## src/rtl/srg_muldiv_pkg.sv

```systemverilog
// Shared constants for the multi-cycle multiply/divide sequencer: FSM state
// encodings, ALU opcodes and iteration counter type.
package srg_muldiv_pkg;

  typedef logic [2:0] state_t;

  // State encodings stay plain constants so legacy decode logic can reuse them.
  localparam state_t S_IDLE    = 3'd0;
  localparam state_t S_PREP    = 3'd1;
  localparam state_t S_MUL     = 3'd2;
  localparam state_t S_DIV_CMP = 3'd3;
  localparam state_t S_DIV_SUB = 3'd4;
  localparam state_t S_FIX     = 3'd5;
  localparam state_t S_DONE    = 3'd6;

  typedef enum logic [2:0] {
    ALU_AND = 3'b000,
    ALU_OR  = 3'b001,
    ALU_ADD = 3'b010,
    ALU_SUB = 3'b110,
    ALU_GE  = 3'b111
  } alu_op_e;

  localparam int ITER_COUNT = 32;

  typedef logic [4:0] iter_t;

  localparam iter_t ITER_LAST = iter_t'(ITER_COUNT - 1);

endpackage

```

## src/rtl/srg_32Bit_ALU.sv

```systemverilog
// 32-bit datapath ALU: AND, OR, ADD, SUB and unsigned GE (carry-out replicated
// across the result so any bit can be used as the flag).
module srg_32Bit_ALU
  import srg_muldiv_pkg::*;
(
  input  logic [31:0] a,
  input  logic [31:0] b,
  input  logic [2:0]  alu_control,
  output logic [31:0] result,
  output logic        Overflow
);

  logic        sub;
  logic [31:0] b_eff;
  logic [32:0] sum;

  // NOTE: every signal written here gets a default first, so no path leaves it
  // unassigned and no latch is inferred.
  always_comb begin
    sub      = alu_control[2];
    b_eff    = sub ? ~b : b;
    sum      = {1'b0, a} + {1'b0, b_eff} + {32'b0, sub};
    result   = '0;
    Overflow = 1'b0;
    case (alu_control)
      ALU_AND: result = a & b;
      ALU_OR:  result = a | b;
      ALU_ADD, ALU_SUB: begin
        result   = sum[31:0];
        Overflow = (a[31] == b_eff[31]) && (sum[31] != a[31]);
      end
      ALU_GE:  result = {32{sum[32]}};
      default: result = '0;
    endcase
  end

endmodule

```

## src/rtl/srg_muldiv_seq.sv

```systemverilog
// Multi-cycle MULT/DIV sequencer driving one private srg_32Bit_ALU; one bit per
// step. Define SRG_MULDIV_SIGNED_EN to add signed_op and the PREP/FIX states.
module srg_muldiv_seq
  import srg_muldiv_pkg::*;
(
  input  logic        clk,
  input  logic        rst_n,
  input  logic        start,
  input  logic        op,
`ifdef SRG_MULDIV_SIGNED_EN
  input  logic        signed_op,
`endif
  input  logic [31:0] a,
  input  logic [31:0] b,
  output logic        busy,
  output logic        done,
  output logic [31:0] hi,
  output logic [31:0] lo,
  output logic        div_by_zero
);

  state_t      state;
  state_t      iter_exit;
  iter_t       cnt;
  logic [31:0] mcand;
  logic        op_q;
  logic        ge;
`ifdef SRG_MULDIV_SIGNED_EN
  logic        sgn;
  logic        sa;
  logic        sb;
`endif

  logic [31:0] alu_a;
  logic [31:0] alu_b;
  alu_op_e     alu_op;
  logic [31:0] alu_res;
  logic        alu_ovf_unused;
  logic [31:0] mul_sum;
  logic        mul_carry;

  srg_32Bit_ALU u_alu (
    .a           (alu_a),
    .b           (alu_b),
    .alu_control (alu_op),
    .result      (alu_res),
    .Overflow    (alu_ovf_unused)
  );

  always_comb begin
    alu_a  = hi;
    alu_b  = mcand;
    alu_op = ALU_ADD;
    case (state)
      S_DIV_CMP: begin
        alu_a  = {hi[30:0], lo[31]};
        alu_op = ALU_GE;
      end
      S_DIV_SUB: alu_op = ALU_SUB;
`ifdef SRG_MULDIV_SIGNED_EN
      // Phase 0 negates the a operand, phase 1 the b operand; their homes
      // swap between multiply (mcand=a, lo=b) and divide (lo=a, mcand=b).
      S_PREP: begin
        alu_a  = '0;
        alu_b  = (cnt[0] ^ op_q) ? lo : mcand;
        alu_op = ALU_SUB;
      end
      S_FIX: begin
        alu_a  = '0;
        alu_b  = cnt[0] ? hi : lo;
        alu_op = ALU_SUB;
      end
`endif
      default: ;
    endcase
  end

  // Carry out of hi+mcand rebuilt from the operand and sum sign bits.
  always_comb begin
    mul_sum   = hi;
    mul_carry = 1'b0;
    if (lo[0]) begin
      mul_sum   = alu_res;
      mul_carry = (hi[31] & mcand[31]) | ((hi[31] ^ mcand[31]) & ~alu_res[31]);
    end
  end

`ifdef SRG_MULDIV_SIGNED_EN
  assign iter_exit = sgn ? S_FIX : S_DONE;
`else
  assign iter_exit = S_DONE;
`endif

  // NOTE: sequential state uses non-blocking assignments only, so every
  // register samples the pre-edge values of the others.
  always_ff @(posedge clk or negedge rst_n) begin
    // NOTE: all state is plain flops (no memories), so every register is reset.
    if (!rst_n) begin
      state       <= S_IDLE;
      cnt         <= '0;
      mcand       <= '0;
      op_q        <= 1'b0;
      ge          <= 1'b0;
      hi          <= '0;
      lo          <= '0;
      div_by_zero <= 1'b0;
`ifdef SRG_MULDIV_SIGNED_EN
      sgn         <= 1'b0;
      sa          <= 1'b0;
      sb          <= 1'b0;
`endif
    end else begin
      case (state)
        S_IDLE, S_DONE: begin
          if (start) begin
            op_q        <= op;
            cnt         <= '0;
            div_by_zero <= op && (b == '0);
            if (!op) begin
              hi    <= '0;
              lo    <= b;
              mcand <= a;
            end else if (b == '0) begin
              hi    <= a;
              lo    <= '1;
              mcand <= b;
            end else begin
              hi    <= '0;
              lo    <= a;
              mcand <= b;
            end
`ifdef SRG_MULDIV_SIGNED_EN
            sgn <= signed_op;
            sa  <= signed_op & a[31];
            sb  <= signed_op & b[31];
            if (signed_op) state <= S_PREP;
            else
`endif
            state <= op ? ((b == '0) ? S_DONE : S_DIV_CMP) : S_MUL;
          end else begin
            state <= S_IDLE;
          end
        end
        S_MUL: begin
          {hi, lo} <= {mul_carry, mul_sum, lo[31:1]};
          cnt      <= cnt + 1'b1;
          if (cnt == ITER_LAST) state <= iter_exit;
        end
        S_DIV_CMP: begin
          {hi, lo} <= {hi[30:0], lo, 1'b0};
          // A bit shifted out of rem means rem already exceeds any divisor.
          ge       <= hi[31] | alu_res[0];
          state    <= S_DIV_SUB;
        end
        S_DIV_SUB: begin
          if (ge) begin
            hi    <= alu_res;
            lo[0] <= 1'b1;
          end
          cnt   <= cnt + 1'b1;
          state <= (cnt == ITER_LAST) ? iter_exit : S_DIV_CMP;
        end
`ifdef SRG_MULDIV_SIGNED_EN
        S_PREP: begin
          if (!div_by_zero) begin
            if (!cnt[0] && sa) begin
              if (op_q) lo <= alu_res;
              else      mcand <= alu_res;
            end
            if (cnt[0] && sb) begin
              if (op_q) mcand <= alu_res;
              else      lo <= alu_res;
            end
          end
          cnt <= cnt + 1'b1;
          if (cnt[0]) begin
            cnt   <= '0;
            state <= op_q ? (div_by_zero ? S_DONE : S_DIV_CMP) : S_MUL;
          end
        end
        S_FIX: begin
          if (!cnt[0]) begin
            if (sa ^ sb) lo <= alu_res;
          end else if (!op_q) begin
            // 64-bit negate: hi takes the borrow only when lo was zero.
            if (sa ^ sb) hi <= (lo == '0) ? alu_res : ~hi;
          end else if (sa) begin
            hi <= alu_res;
          end
          cnt <= cnt + 1'b1;
          if (cnt[0]) begin
            cnt   <= '0;
            state <= S_DONE;
          end
        end
`endif
        default: state <= S_IDLE;
      endcase
    end
  end

  assign busy = (state != S_IDLE) && (state != S_DONE);
  assign done = (state == S_DONE);

endmodule

```

## config.mk

```make
export PLATFORM = sky130hd
export DESIGN_NAME = srg_muldiv_seq
export DESIGN_NICKNAME = d
export VERILOG_FILES = /design/src/rtl/srg_muldiv_pkg.sv /design/src/rtl/srg_32Bit_ALU.sv /design/src/rtl/srg_muldiv_seq.sv
export SDC_FILE = /design/constraint.sdc
export NUM_CORES = 1
export LEC_CHECK = 0
export ABC_CLOCK_PERIOD_IN_PS = 5600
export CORE_AREA = 4 4 158 175
export DETAILED_ROUTE_END_ITERATION = 6
export DIE_AREA = 0 0 162 179
export PLACE_DENSITY = 0.57
export SYNTH_ARGS = -nofsm -noshare
export SYNTH_HDL_FRONTEND = slang
export SYNTH_SLANG_ARGS = --single-unit
```

## constraint.sdc

```tcl
create_clock -name clk -period 5.6 [get_ports clk]
set_input_delay 1.12 -clock clk [delete_from_list [all_inputs] [get_ports clk]]
set_output_delay 1.12 -clock clk [all_outputs]
set_load 0.05 [all_outputs]
```

==> qor.yml <==
cp_slowest_cell: "dfrtp_4"
clock_latency_ns: 0.37
fin_skew_ns: 0.0236
placed_area_sq_um: 10600
tns_ns: 0
outcome: "completed"
io_pins: 135
synth_edf_count: 0
max_slew.worst_pin.slew_ns: 1.11
drt_iter0_markers: 902
grt_pass1_wl_microns: 50100
critPathMaxFanout: 48
grt_pass1_vias: 8487
wire_per_inst_microns: 21.0
synth_top_flop_cell: "dfrtp_1"
cts.sinks: 106
path_clk_slew_ns: 0.10
drive_gt1_share_pct: 7.77
htreeDepth: 3
syn_area_sq_um: 8910
synthCells: 1097
layout.nets: 1282
max-slew-margin-rel_pct: 25.8
core_area_sq_um: 25900
routed-via-count: 8858
path_class: "reg -> reg"
hold_class: "reg -> reg"
antenna_found_initial: 0
required_ns: 5.87
cts_root_buffer: "clkbuf_16"
fin_area_sq_um: 10900
grt_remaining_overflow: 0
synthArstFlopShare_pct: 100
final_core_util_pct: 41.9
setup_viol: 0
ys_warn_count: 0
initial_utilization_pct: 34.4
top_usage_layer: "met2"
grtUsageTotal_pct: 21.9
final.min_clock_period_ns: 4.50
worst_path_largest_cell_delay_ns: 0.72
drc: 0
die_w_microns: 162
end_kind: "register"
fin_crit_sh_pct: 80.4
avgSynthCellArea_sq_um: 8.12
clk_path_buf_depth: 2
cts_tree: "yes"
grt_max_degree: 73
cts_buffers: 9
synth.distinct_cells: 65
postCtsSetupRepairBufs: 0
die_h_microns: 179
maxCapViolCount: 0
diodes: 0
report.final.slew_viol_count: 0
crit_chain: "and3b_1 -> nor2_4 -> buf_4 -> xnor2_1 -> ha_1 -> a21oi_1 -> nand2_1 -> o2111ai_1 -> nand3_1 -> a31o_2 -> a211oi_1 -> xor2_1 -> o221ai_1 -> o21a_1"
die_area_sq_um: 29000
io_buffers: 134
globalplace.congestion: 0.930
num_rows: 62
use_met3_pct: 3.86
post-dp-hpwl_microns: 23800
ctsHoldBuffers: 0
ys_seq_area_share_pct: 29.8
worstPathArrival_ns: 4.77
synth-seq-cells: 106
ctsResizeCount: 0
finalHoldViolCount: 0
via_per_inst: 5.77
syn_to_final_growth_pct: 21.8
grt_util_met2_pct: 32.8
start_kind: "register"
first_pass_iters: 5
met1_usage_pct: 32.4
timing.fmax_mhz: 222
finalWirelength_microns: 32300
syn_nets: 1200
rsz0062_at_grt: "false"
ant_nets: 0
hold_slack_ns: 0.527
[placed cells by master (no fill, tap or decap), drive strengths merged, types with 3 or more instances in the layout]
cell / n
and3: 6
a2111oi: 3
nor3b: 13
a31oi: 8
nand2: 156
mux2i: 71
nor2: 87
nand3: 14
xor2: 9
clkinv: 3
a31o: 3
ha: 34
clkbuf: 10
clkdlybuf4s50: 132
dfrtp: 106
nor3: 13
nand4: 10
nor2b: 5
o21a: 5
a22oi: 6
o22ai: 4
nand2b: 5
a21oi: 126
o31ai: 13
xnor2: 53
a211oi: 10
o21ai: 97
o221ai: 35
buf: 20
nor4: 14
mux2: 34
inv: 17
o2111ai: 3
a21o: 16
a221oi: 14
[per-stage QoR]
step | setup slack (ns) | std cells
4_1_cts | 1.12 | 1536
3_5_place_dp | 1.15 | 1520
2_1_floorplan | 1.62 | 1097
3_3_place_gp | 1.21 | 1520
5_1_grt | 0.812 | 1536
6_report | 1.10 | 1536
[cells in the mapped netlist (all sizes together) (17+ instances only)]
library cell / n / area, sq um
a21oi: 126 / 634
mux2i: 71 / 711
o21ai: 97 / 485
nor2: 87 / 329
clkbuf: 64 / 240
xnor2: 53 / 464
buf: 17 / 90.1
nand2: 156 / 586
ha: 34 / 425
dfrtp: 106 / 2650
o221ai: 35 / 313
mux2: 34 / 383
[cell families (layout without fill, tap and decap cells)]
logic type	after synthesis	in the layout	synth area share, %
simple gates	332	332	16.9
mux	105	105	12.3
xor+xnor	62	62	6.09
flops	106	106	29.8
compound gates	362	362	25.7
fa+ha+maj	35	35	5.00
buf+inv	95	182	4.30
[metal layers]
metal | vias up | part of all wire, %
li1 | 4215 | -
met1 | 4231 | 47
met2 | 373 | 44
met3 | 39 | 7.4
met4 | 0 | 2.0
met5 | - | 0
[flip-flops by register name, indices dropped and copies added (netlist names)]
signal       flops
ge               1
lo              32
div_by_zero      1
state            3
alu_b           32
hi              32
cnt              5
[worst max-delay path: cells and delay by family (launching register included)]
kind | cells | cell delay [ns]
compound gates | 6 | 1.38
simple gates | 4 | 1.11
flops | 1 | 0.72
buf+inv | 1 | 0.43
xor+xnor | 2 | 0.37
fa+ha+maj | 1 | 0.39
[layout make-up]
type / instances / area, sq um
Clock buffer: 10 / 229
Clock inverter: 6 / 70.1
Fill cell: 2700 / 15100
Inverter: 14 / 52.6
Multi-Input combinational cell: 896 / 5930
Sequential cell: 106 / 2660
Tap cell: 352 / 440
Timing Repair Buffer: 152 / 1480
[worst paths after layout]
| check | slack (ns) | endpoint | cells after the start | startpoint |
|---|---|---|---|---|
| min | 0.53 | div_by_zero | 1 | div_by_zero |
| max reg2reg | 1.10 | hi[25] | 14 | state[0] |
| min reg2reg | 0.53 | div_by_zero | 1 | div_by_zero |
| min in group asynchronous | 0.91 | hi[24] | 1 | rst_n |
| max | 1.10 | hi[25] | 14 | state[0] |
| max in group asynchronous | 3.57 | lo[10] | 2 | rst_n |
Power is not shown: default switching activity piles up to over one toggle a cycle in this logic, so the estimate is an artifact.
